--- src/rtl/mem_dump_pkg.sv ---
// Shared types for the data-memory dump sequencer.
// State encoding, word size and index-width helper.
package mem_dump_pkg;

    localparam int WORD_BYTES = 4;

    typedef enum logic [2:0] {
        IDLE,
        WAIT_HALT,
        READ,
        SEND,
        DONE
    } state_e;

    // A single-word dump still needs a 1-bit index register.
    function automatic int idx_w(input int depth);
        return (depth > 1) ? $clog2(depth) : 1;
    endfunction

endpackage

--- src/rtl/mem_dump_ctrl_mux.sv ---
// Data-memory port select between the core load/store path and the dump engine.
// The dump side never writes memory.
module mem_port_mux
    import mem_dump_pkg::*;
#(
    parameter int ADDR_W = 32,
    parameter int DATA_W = 32
) (
    input  logic              sel_i,
    input  logic [ADDR_W-1:0] core_addr_i,
    input  logic [DATA_W-1:0] core_wdata_i,
    input  logic              core_we_i,
    input  logic [ADDR_W-1:0] dump_addr_i,
    output logic [ADDR_W-1:0] mem_addr_o,
    output logic [DATA_W-1:0] mem_wdata_o,
    output logic              mem_we_o
);

    always_comb begin
        mem_addr_o  = core_addr_i;
        mem_wdata_o = core_wdata_i;
        mem_we_o    = core_we_i;
        if (sel_i) begin
            mem_addr_o  = dump_addr_i;
            mem_wdata_o = '0;
            mem_we_o    = 1'b0;
        end
    end

endmodule

--- src/rtl/mem_dump_ctrl.sv ---
// Post-halt debug sequencer: takes over the data-memory port and
// streams every word out over a valid/ready channel.
module mem_dump_ctrl
    import mem_dump_pkg::*;
#(
    parameter int DEPTH  = 256,
    parameter int ADDR_W = 32,
    parameter int DATA_W = 32
) (
    input  logic              clk,
    input  logic              rst,
    input  logic              start_i,
    input  logic              abort_i,
    input  logic              halt_i,
    input  logic [ADDR_W-1:0] core_addr_i,
    input  logic [DATA_W-1:0] core_wdata_i,
    input  logic              core_we_i,
    output logic [DATA_W-1:0] core_rdata_o,
    output logic              core_stall_o,
    output logic [ADDR_W-1:0] mem_addr_o,
    output logic [DATA_W-1:0] mem_wdata_o,
    output logic              mem_we_o,
    input  logic [DATA_W-1:0] mem_rdata_i,
    output logic              dump_valid_o,
    output logic [ADDR_W-1:0] dump_addr_o,
    output logic [DATA_W-1:0] dump_data_o,
    input  logic              dump_ready_i,
    output logic              busy_o,
    output logic              done_o
);

    localparam int IDX_W = idx_w(DEPTH);
    localparam logic [IDX_W-1:0] LAST_IDX = IDX_W'(DEPTH - 1);

    state_e            state_q, state_d;
    logic [IDX_W-1:0]  idx_q, idx_d;
    logic              valid_q, valid_d;
    logic [ADDR_W-1:0] addr_q, addr_d;
    logic [DATA_W-1:0] data_q, data_d;
    logic              done_q, done_d;
    logic              busy_q, busy_d;
    logic              dump_owns;
    logic [ADDR_W-1:0] idx_addr;

    assign dump_owns = (state_q == READ) || (state_q == SEND) || (state_q == DONE);
    assign idx_addr  = ADDR_W'(idx_q) << $clog2(WORD_BYTES);

    always_comb begin
        state_d = state_q;
        idx_d   = idx_q;
        valid_d = valid_q;
        addr_d  = addr_q;
        data_d  = data_q;
        done_d  = 1'b0;
        unique case (state_q)
            IDLE: begin
                if (start_i) state_d = halt_i ? READ : WAIT_HALT;
            end
            WAIT_HALT: begin
                if (halt_i) state_d = READ;
            end
            READ: begin
                data_d  = mem_rdata_i;
                addr_d  = idx_addr;
                valid_d = 1'b1;
                state_d = SEND;
            end
            SEND: begin
                if (valid_q && dump_ready_i) begin
                    valid_d = 1'b0;
                    if (idx_q == LAST_IDX) begin
                        state_d = DONE;
                        done_d  = 1'b1;
                    end else begin
                        idx_d   = idx_q + IDX_W'(1);
                        state_d = READ;
                    end
                end
            end
            DONE: begin
                idx_d   = '0;
                state_d = IDLE;
            end
            default: state_d = IDLE;
        endcase
        // Abort beats a same-cycle handshake and suppresses the done pulse.
        if (abort_i && state_q != IDLE) begin
            state_d = IDLE;
            valid_d = 1'b0;
            idx_d   = '0;
            done_d  = 1'b0;
        end
        busy_d = (state_d != IDLE);
    end

    always_ff @(posedge clk or negedge rst) begin
        if (!rst) begin
            state_q <= IDLE;
            idx_q   <= '0;
            valid_q <= 1'b0;
            addr_q  <= '0;
            data_q  <= '0;
            done_q  <= 1'b0;
            busy_q  <= 1'b0;
        end else begin
            state_q <= state_d;
            idx_q   <= idx_d;
            valid_q <= valid_d;
            addr_q  <= addr_d;
            data_q  <= data_d;
            done_q  <= done_d;
            busy_q  <= busy_d;
        end
    end

    mem_port_mux #(
        .ADDR_W(ADDR_W),
        .DATA_W(DATA_W)
    ) u_mux (
        .sel_i       (dump_owns),
        .core_addr_i (core_addr_i),
        .core_wdata_i(core_wdata_i),
        .core_we_i   (core_we_i),
        .dump_addr_i (idx_addr),
        .mem_addr_o  (mem_addr_o),
        .mem_wdata_o (mem_wdata_o),
        .mem_we_o    (mem_we_o)
    );

    assign core_rdata_o = mem_rdata_i;
    assign core_stall_o = dump_owns;
    assign dump_valid_o = valid_q;
    assign dump_addr_o  = addr_q;
    assign dump_data_o  = data_q;
    assign busy_o       = busy_q;
    assign done_o       = done_q;

endmodule
--- config.mk ---
export PLATFORM = sky130hd
export DESIGN_NAME = mem_dump_ctrl
export DESIGN_NICKNAME = d
export VERILOG_FILES = /design/src/rtl/mem_dump_pkg.sv /design/src/rtl/mem_dump_ctrl_mux.sv /design/src/rtl/mem_dump_ctrl.sv
export SDC_FILE = /design/constraint.sdc
export NUM_CORES = 1
export LEC_CHECK = 0
export BUFFER_PORTS_ARGS = -buffer_cell sky130_fd_sc_hd__buf_4
export CORE_ASPECT_RATIO = 0.9
export CORE_MARGIN = 4
export CORE_UTILIZATION = 35
export CTS_CLUSTER_SIZE = 20
export DETAILED_ROUTE_END_ITERATION = 6
export PLACE_DENSITY = 0.77
export SETUP_SLACK_MARGIN = 0.2
export SLEW_MARGIN = 0
export SYNTH_ARGS = -nofsm -noshare
export SYNTH_HDL_FRONTEND = slang
export SYNTH_SLANG_ARGS = --single-unit
--- constraint.sdc ---
create_clock -name clk -period 1.69 [get_ports clk]
set_input_delay 0.338 -clock clk [delete_from_list [all_inputs] [get_ports clk]]
set_output_delay 0.338 -clock clk [all_outputs]
set_load 0.02 [all_outputs]
# Word level (Yosys, flattened, before mapping)
# Cells that the tools add are included.
# op_classes
add_sub_neg	1
eq_ne	7
n_mux	21
n_reduce_logical	11
# ops
cell	n
$mux W32	2
$mux W8	3
$pmux W8 S2	1
$mux W3	5
$pmux W3 S4	1
$reduce_bool A3 Y1	4
$add A8 B1 Y8 const B	1
$eq A8 B8 Y1 const B	1
$mux W1	7
$eq A3 B2 Y1 const B	2
$eq A3 B1 Y1 const B	1
$eq A3 B3 Y1 const B	1
$logic_not A3 Y1	1
$ne A3 B1 Y1 const B	1
$ne A3 B2 Y1 const B	1
$reduce_and A3 Y1	1
$logic_and A1 B1 Y1	2
$logic_or A1 B1 Y1	2
$mux W2	1
$pmux W1 S2	1
$reduce_and A2 Y1	1
# word_totals
register_bits	54
in_bits	103
output_inout_bits	165

# Longest topological paths before layout
# Gate-level depths: netlist of run 1.
# logic_depth
word_depth	6
mapped_depth	6

# Hierarchy
# Synthesis of run 1 repeated with hierarchy kept, for this count alone.
# unflattened
cells_unflattened	304
hier_area_um2	3409.5
# by_module_without_submodules
module	n_inst	cells_per_inst	area_per_inst_um2	seq_area_each_um2
mem_dump_ctrl	1	232	2725.1	1351.3
mem_port_mux	1	72	684.4	0.0

# Least setup slack after synthesis of run 1
# No wires, ideal clock.
# synth_path
kind	reg-to-output
from	reg state_q[0]
to	out mem_addr_o[2]
arrival_ns	1.442
t_required_ns	1.352
slack_ns	-0.090
stages_incl_launch_ff	6
n_path_buf	2
cell_sequence	dfrtp_1 -> buf_2 -> nor3b_2 -> nor2_2 -> clkbuf_1 -> o21ai_0
# synth_via
elab_chain_cells	4
word_cells_on_any_way	6
classes_between	eq/ne: 3; mux: 1; reduce/logical: 2
# synth_rtl
element	line_no	rtl
start: declaration	mem_dump_ctrl.sv:35	state_e state_q, state_d;
start signal: assignment	mem_dump_ctrl.sv:106	state_q <= state_d;
$eq A3 B2 Y1	mem_dump_ctrl.sv:45	assign dump_owns = (state_q == READ) || (state_q == SEND) || (state_q == DONE);
$logic_or A1 B1 Y1	mem_dump_ctrl.sv:45	
$logic_or A1 B1 Y1 (*)	mem_dump_ctrl.sv:45	
$mux W32 (*)	mem_dump_ctrl_mux.sv:23	if (sel_i) begin
end: declaration	mem_dump_ctrl.sv:20	output logic [ADDR_W-1:0] mem_addr_o,
# Mark *: on every way between the ends. The rest lies on a longest branch, timed or not.

# Worst setup path in the final report of run 1
# layout_path
from	reg state_q[0]
to	out mem_addr_o[0]
# Same word-level chain as after synthesis.

==> impl_metrics.py, run 1 <==
metrics = {
    "min_path": {
        "hold_end": "dump_data_o[11]$_DFFE_PN0P_",
        "hold_depth": 2,
        "holdCritStartpoint": "mem_rdata_i[11]",
        "hp-class": "in2reg",
    },
    "sta": {
        "timing.setup.tns_ns": -19.48,
        "maxSlewViolCount": 0,
        "timing.final.crit_share_pct": 120,
        "timing.fmax_mhz": 495,
        "setup_viol": 66,
        "skew_ns": 0.0157,
        "setup_ws_ns": -0.332,
        "rsz0062_at_grt": "true",
        "fin_crit_ns": 2.02,
        "hold_viol": 0,
    },
    "synth": {
        "synthFlopType": "dfrtp_1",
        "avgSynthCellArea_sq_um": 10.7,
        "synthDistinctLibCells": 34,
        "synth-warning-count": 0,
        "ys_ff_latch": 54,
        "synthCells": 296,
        "ys_seq_area_share_pct": 42.7,
        "synth-edff-count": 0,
        "synthArstFlopShare_pct": 100,
        "synth_area_sq_um": 3160,
    },
    "setup_path": {
        "rr_endpoint": "dump_addr_o[5]$_DFFE_PN0P_",
        "worstPathArrival_ns": 1.68,
        "cp-start-kind": "flop",
        "reg2reg_depth": 8,
        "crit_fanout": 20,
        "end_kind": "output pin",
        "crit_type": "reg2out",
        "worstReg2RegStart": "state_q[2]$_DFF_PN0_",
        "worstPathRequired_ns": 1.35,
        "reg2reg_slack_ns": 0.02,
    },
    "clocking": {
        "clock-root-buffer": "clkbuf_8",
        "ctsHtreeMaxLevel": 2,
        "cts.sinks": 54,
        "clk_latency_ns": 0.31,
        "cts_buffer_depth": 2,
        "cts_tree": "built",
        "clk_pin_slew_ns": 0.11,
        "cts_buffers": 5,
    },
    "cells_and_area": {
        "fill_cells": 655,
        "layout-drive-gt1-share_pct": 75.5,
        "area_delta_synth_final_pct": 83.3,
        "n_antenna_cell": 0,
        "finish.utilization_pct": 66.7,
        "ff_latch_area_sq_um": 1350,
        "final_common_cell": "buf_4",
        "final_area_sq_um": 5790,
        "nNetsFinal": 641,
        "mostFrequentLayoutCells": "223 x buf_4, 53 x dfrtp_1, 47 x buf_6",
        "multiInputGateArea_sq_um": 1720,
    },
    "global_routing": {
        "grt_pass1_vias": 3013,
        "grtUsageTotal_pct": 18.3,
        "grt_pass1_wl_mm": 15.5,
        "antenna_found_initial": 0,
        "grt_max_degree": 38,
        "overflow": 0,
    },
    "detailed_routing": {
        "drc": 0,
        "dr_total_vias": 2935,
        "drt_wl_total_mm": 10.6,
        "wl_per_cell_microns": 16.1,
        "dr.pass1.iters": 4,
        "ant_nets": 0,
        "vias_per_cell": 4.47,
        "drt_iter0_markers": 66,
    },
    "status": {
        "violations": "negative setup slack",
        "status": "finished with violations",
    },
    "place": {
        "place.gp.congestion": 0.836,
        "io_buffers": 243,
        "hpwl_mm": 7.98,
        "post-place-ws_ns": -0.0452,
        "place_area_sq_um": 5070,
    },
    "power_and_ir_drop": {
        "p_total_uw": 9430,
        "ir_drop_mv": 0.885,
        "power.leakage_uw": 0.00303,
        "power_density_nw_per_um2": 1630,
    },
    "die": {
        "ioPinCount": 268,
        "dieHeight_microns": 98.2,
        "initial_core_util_pct": 36.4,
        "die_area_sq_um": 10600,
        "die_w_microns": 108,
        "core_area_sq_um": 8690,
        "rows": 32,
    },
    "flow_run": {
        "cap_violations": 0,
    },
}
how the worst max path moves through the flow:
stage	start	endpoint	slack [ns]	cells past startpoint
floorplan	state_q[1]$_DFF_PN0_	mem_addr_o[4]	0.06	4
global placement	state_q[1]$_DFF_PN0_	mem_addr_o[6]	-0.02	5
detailed placement	state_q[1]$_DFF_PN0_	mem_addr_o[5]	-0.05	5
CTS	state_q[1]$_DFF_PN0_	mem_addr_o[5]	-0.36	5
global route	state_q[1]$_DFF_PN0_	mem_addr_o[2]	-0.41	7
finish	state_q[0]$_DFF_PN0_	mem_addr_o[0]	-0.33	6
area by class of cell:
cell class                      count  area share [%]
Timing Repair Buffer              281            42.2
Multi-Input combinational cell    192            29.7
Sequential cell                    54            23.3
Tap cell                          119            2.57
Clock buffer                        5            1.19
Clock inverter                      3           0.821
Inverter                            3           0.194
what timing repair did:
| action | in CTS | in global routing |
|---|---|---|
| endpoints found under the hold margin | 17 | 0 |
| resized for setup | 73 | 36 |
| pin swaps | 3 | 8 |
| endpoints found under the setup margin | 115 | 117 |
| gates cloned | 4 | 0 |
| hold buffers | 1 | 0 |
| setup buffers | 12 | 3 |
critical path: stages, from the launching register on:
cell and delay (ns):
dfrtp_1 0.42, nor3b_4 0.25, nor2_4 0.07, buf_12 0.15, buf_12 0.15, and2_2 0.20, buf_6 0.13
kinds of logic (layout without fill, tap and decap cells):
family / after synthesis / in the layout / share of synthesized area, %
and+or+nand+nor: 93 / 93 / 18.1
buffers and inverters: 73 / 292 / 16.2
DFF: 54 / 54 / 42.7
muxes: 47 / 47 / 16.7
AOI/OAI and AO/OA: 27 / 27 / 5.78
adders and majority gates: 1 / 1 / 0.396
other: 1 / 24 / 0.119
Yosys cell counts (4+ instances only):
| cell type | n | area [sq um] |
|---|---|---|
| nand2_1 | 9 | 33.8 |
| o21ai_0 | 7 | 35.0 |
| mux2_1 | 7 | 78.8 |
| buf_2 | 4 | 20.0 |
| mux2_2 | 39 | 439 |
| dfrtp_1 | 54 | 1350 |
| nand2b_1 | 4 | 25.0 |
| and2_1 | 58 | 363 |
| clkbuf_1 | 4 | 15.0 |
| buf_4 | 62 | 465 |
| a31oi_1 | 10 | 62.6 |
| nor2_1 | 5 | 18.8 |
sequential cells by signal, summed over array words and instances (netlist names):
| name | count |
|---|---|
| dump_data_o | 32 |
| dump_valid_o | 1 |
| done_o | 1 |
| busy_o | 1 |
| dump_addr_o | 8 |
| state_q | 3 |
| idx_q | 8 |
power by group:
| part | internal [uW] | switching [uW] | total [uW] |
|---|---|---|---|
| registers | 1780 | 307 | 2090 |
| clock network | 450 | 436 | 886 |
| logic | 3540 | 2910 | 6460 |
| total | 5780 | 3660 | 9430 |
layer usage:
metal / part of all wire [%] / wire (microns) / track usage [%] / vias to the layer above
met2: 54 / 5740 / 34.7 / 132
met3: 8.3 / 873 / 4.76 / 10
met1: 36 / 3820 / 20.6 / 1396
li1: - / - / - / 1397
met4: 1.1 / 112 / 3.50 / 0
met5: 0 / 0 / 0 / -
through the flow:
stage | std cells | hold slack (ns)
final | 657 | 0.263
after global routing | 657 | 0.247
after CTS | 654 | 0.255
after detailed placement | 629 | 0.229
after global placement | 629 | 0.223
after floorplan | 319 | 0.0424
(Power assumes the default switching activity.)
==> run 2: changes to the inputs <==
Settings changed: CORE_AREA from default to 4 4 101 103, CORE_ASPECT_RATIO 0.9 to default, CORE_MARGIN 4 to default, CORE_UTILIZATION 35 to default, DIE_AREA from default to 0 0 105 107, PLACE_DENSITY 0.77 to 0.72.
Clock period 1.69 ns to 2.2 ns, I/O delays scaled along.
==> impl_metrics.py, run 2 (synthesis gave the netlist of run 1 again) <==
metrics = {
    "power_and_ir_drop": {
        "power.leakage_uw": 0.00280,
        "internal-power_uw": 4010,
        "pwr-share-comb_pct": 68.8,
        "switching_power_uw": 2730,
        "p_sw_share_pct": 40.6,
        "pwr-share-seq_pct": 23.5,
        "ir_drop_mv": 0.590,
        "clkPwrFrac_pct": 7.7,
        "p_total_uw": 6740,
        "power_density_nw_per_um2": 1240,
    },
    "sta": {
        "hold_viol": 0,
        "setup_viol": 64,
        "rsz0062_at_grt": "true",
        "worst_pin_slew_ns": 0.680,
        "setup_ws_ns": -0.0653,
        "skew_ns": 0.00569,
        "timing.fmax_mhz": 441,
        "timing.final.crit_share_pct": 103,
        "relSlewSlack_pct": 54.4,
        "fin_crit_ns": 2.27,
        "maxSlewViolCount": 0,
    },
    "clocking": {
        "cts_buffers": 5,
        "clk_pin_slew_ns": 0.09,
        "cts_buffer_depth": 2,
        "cts_tree": "built",
        "postCtsHoldBufs": 0,
        "clk_latency_ns": 0.30,
        "ctsHtreeMaxLevel": 2,
        "clock-root-buffer": "clkbuf_8",
        "cts.sinks": 54,
    },
    "setup_path": {
        "end_kind": "output pin",
        "cp-startpoint": "state_q[1]$_DFF_PN0_",
        "worstReg2RegStart": "state_q[2]$_DFF_PN0_",
        "crit_fanout": 6,
        "slowest_stage": "dfrtp_2",
        "cp_cell_sequence": "and2b_2 > nor2_4 > buf_12 > mux2_4 > buf_6",
        "crit_type": "reg2out",
        "cpLargestDelayFamily": "simple AND/OR/NAND/NOR gates",
        "cp-start-kind": "flop",
        "reg2reg_slack_ns": 0.38,
        "crit_buf_inv": 2,
        "max_stage_delay_ns": 0.44,
        "reg2reg_depth": 5,
        "worstPathRequired_ns": 1.76,
        "rr_endpoint": "idx_q[6]$_DFFE_PN0P_",
        "worstPathArrival_ns": 1.83,
    },
    "global_routing": {
        "grtUsageTotal_pct": 16.5,
        "overflow": 0,
        "antenna_found_initial": 0,
        "grt_pass1_vias": 3058,
        "grt_pass1_wl_mm": 15.0,
        "grt_max_degree": 55,
    },
    "cells_and_area": {
        "finish.utilization_pct": 59.1,
        "largest_reg_flops": 32,
        "fill_cells": 789,
        "final_common_cell": "buf_4",
        "n_antenna_cell": 0,
        "mostFrequentLayoutCells": "203 x buf_4, 53 x dfrtp_1, 52 x buf_6",
        "area_delta_synth_final_pct": 71.9,
        "layout-drive-gt1-share_pct": 70.4,
        "nNetsFinal": 624,
        "finalNonFillerCells": 631,
    },
    "die": {
        "initial_core_util_pct": 34.4,
        "rows": 35,
        "die_area_sq_um": 11200,
        "dieHeight_microns": 107,
        "core_area_sq_um": 9200,
        "die_w_microns": 105,
        "ioPinCount": 268,
    },
    "place": {
        "hpwl_mm": 7.43,
        "placed_cells": 608,
        "io_buffers": 243,
        "place.gp.congestion": 0.776,
    },
    "detailed_routing": {
        "drt_iter0_markers": 74,
        "drc": 0,
        "dr.pass1.iters": 4,
        "ant_nets": 0,
        "drt_wl_total_mm": 10.7,
        "wl_per_cell_microns": 17.0,
        "vias_per_cell": 4.53,
        "dr_total_vias": 2857,
    },
    "flow_run": {
        "cap_violations": 0,
    },
    "status": {
        "violations": "negative setup slack",
        "status": "finished with violations",
    },
    "min_path": {
        "hp-class": "in2async",
    },
}
[run 2: cell types whose count changed in the layout (fill, tap and decap cells not counted), moves of 2 or more]
cell,delta
buf_6,+5
mux2_2,+39
buf_4,-20
and2_4,+7
nand2_2,+2
and2_2,-25
and2_1,+18
mux2_4,-40
buf_12,-3
clkbuf_16,+2
nand2_1,-2
[run 2: stage by stage]
| step | TNS [ns] | hold slack, ns | cell area [sq um] | setup WS (ns) |
|---|---|---|---|---|
| floorplan | 0 | 0.144 | 3250 | 0.318 |
| CTS | -1.96 | 0.198 | 5120 | -0.0455 |
| detailed placement | 0 | 0.482 | 4770 | 0.143 |
| finish | -2.30 | 0.186 | 5440 | -0.0653 |
| global placement | 0 | 0.477 | 4770 | 0.219 |
| global route | -6.86 | 0.229 | 5440 | -0.155 |
[run 2: worst max-delay path by stage]
stage	end	cells after the start	slack [ns]
after floorplan	mem_addr_o[2]	5	0.32
after global placement	mem_addr_o[5]	5	0.22
after detailed placement	mem_addr_o[8]	5	0.14
after CTS	mem_addr_o[19]	6	-0.05
after global routing	mem_addr_o[3]	8	-0.16
final	mem_addr_o[7]	5	-0.07
[run 2: worst reg2reg max path, delay by kind of cell (launching register included)]
family | cells | cell delay (ns)
AOI/OAI and AO/OA | 2 | 0.37
and+or+nand+nor | 2 | 0.80
DFF | 1 | 0.41
buffers and inverters | 1 | 0.15
[run 2: layout make-up]
type	count	area, sq um	share of cell area [%]
clock buffer	6	72.6	1.33
clock inverter	1	7.51	0.138
inverter	3	13.8	0.253
multi-input combinational	192	1530	28.2
sequential	54	1350	24.9
tap	111	139	2.55
timing repair buffer	264	2320	42.6
[run 2: layer usage]
metal	vias up	track usage [%]	routed length, microns
met3	14	4.94	866
met2	151	31.3	5990
met4	0	4.97	155
met5	-	0	0
li1	1358	-	-
met1	1334	17.5	3730
[run 2: repair_timing]
item	CTS	global route
cloned	3	4
pin swaps	4	22
buffers inserted	7	2
endpoints found under the setup margin	66	66
gates resized for setup	37	73
[run 2: power groups by stage]
| stage | Clock [uW] | Sequential, uW | Combinational (uW) |
|---|---|---|---|
| detailed placement | 0 | 1600 | 3640 |
| global placement | 0 | 1580 | 3600 |
| CTS | 555 | 1580 | 4140 |
| floorplan | 0 | 2000 | 1760 |
| global route | 589 | 1630 | 4900 |
| finish | 522 | 1580 | 4640 |
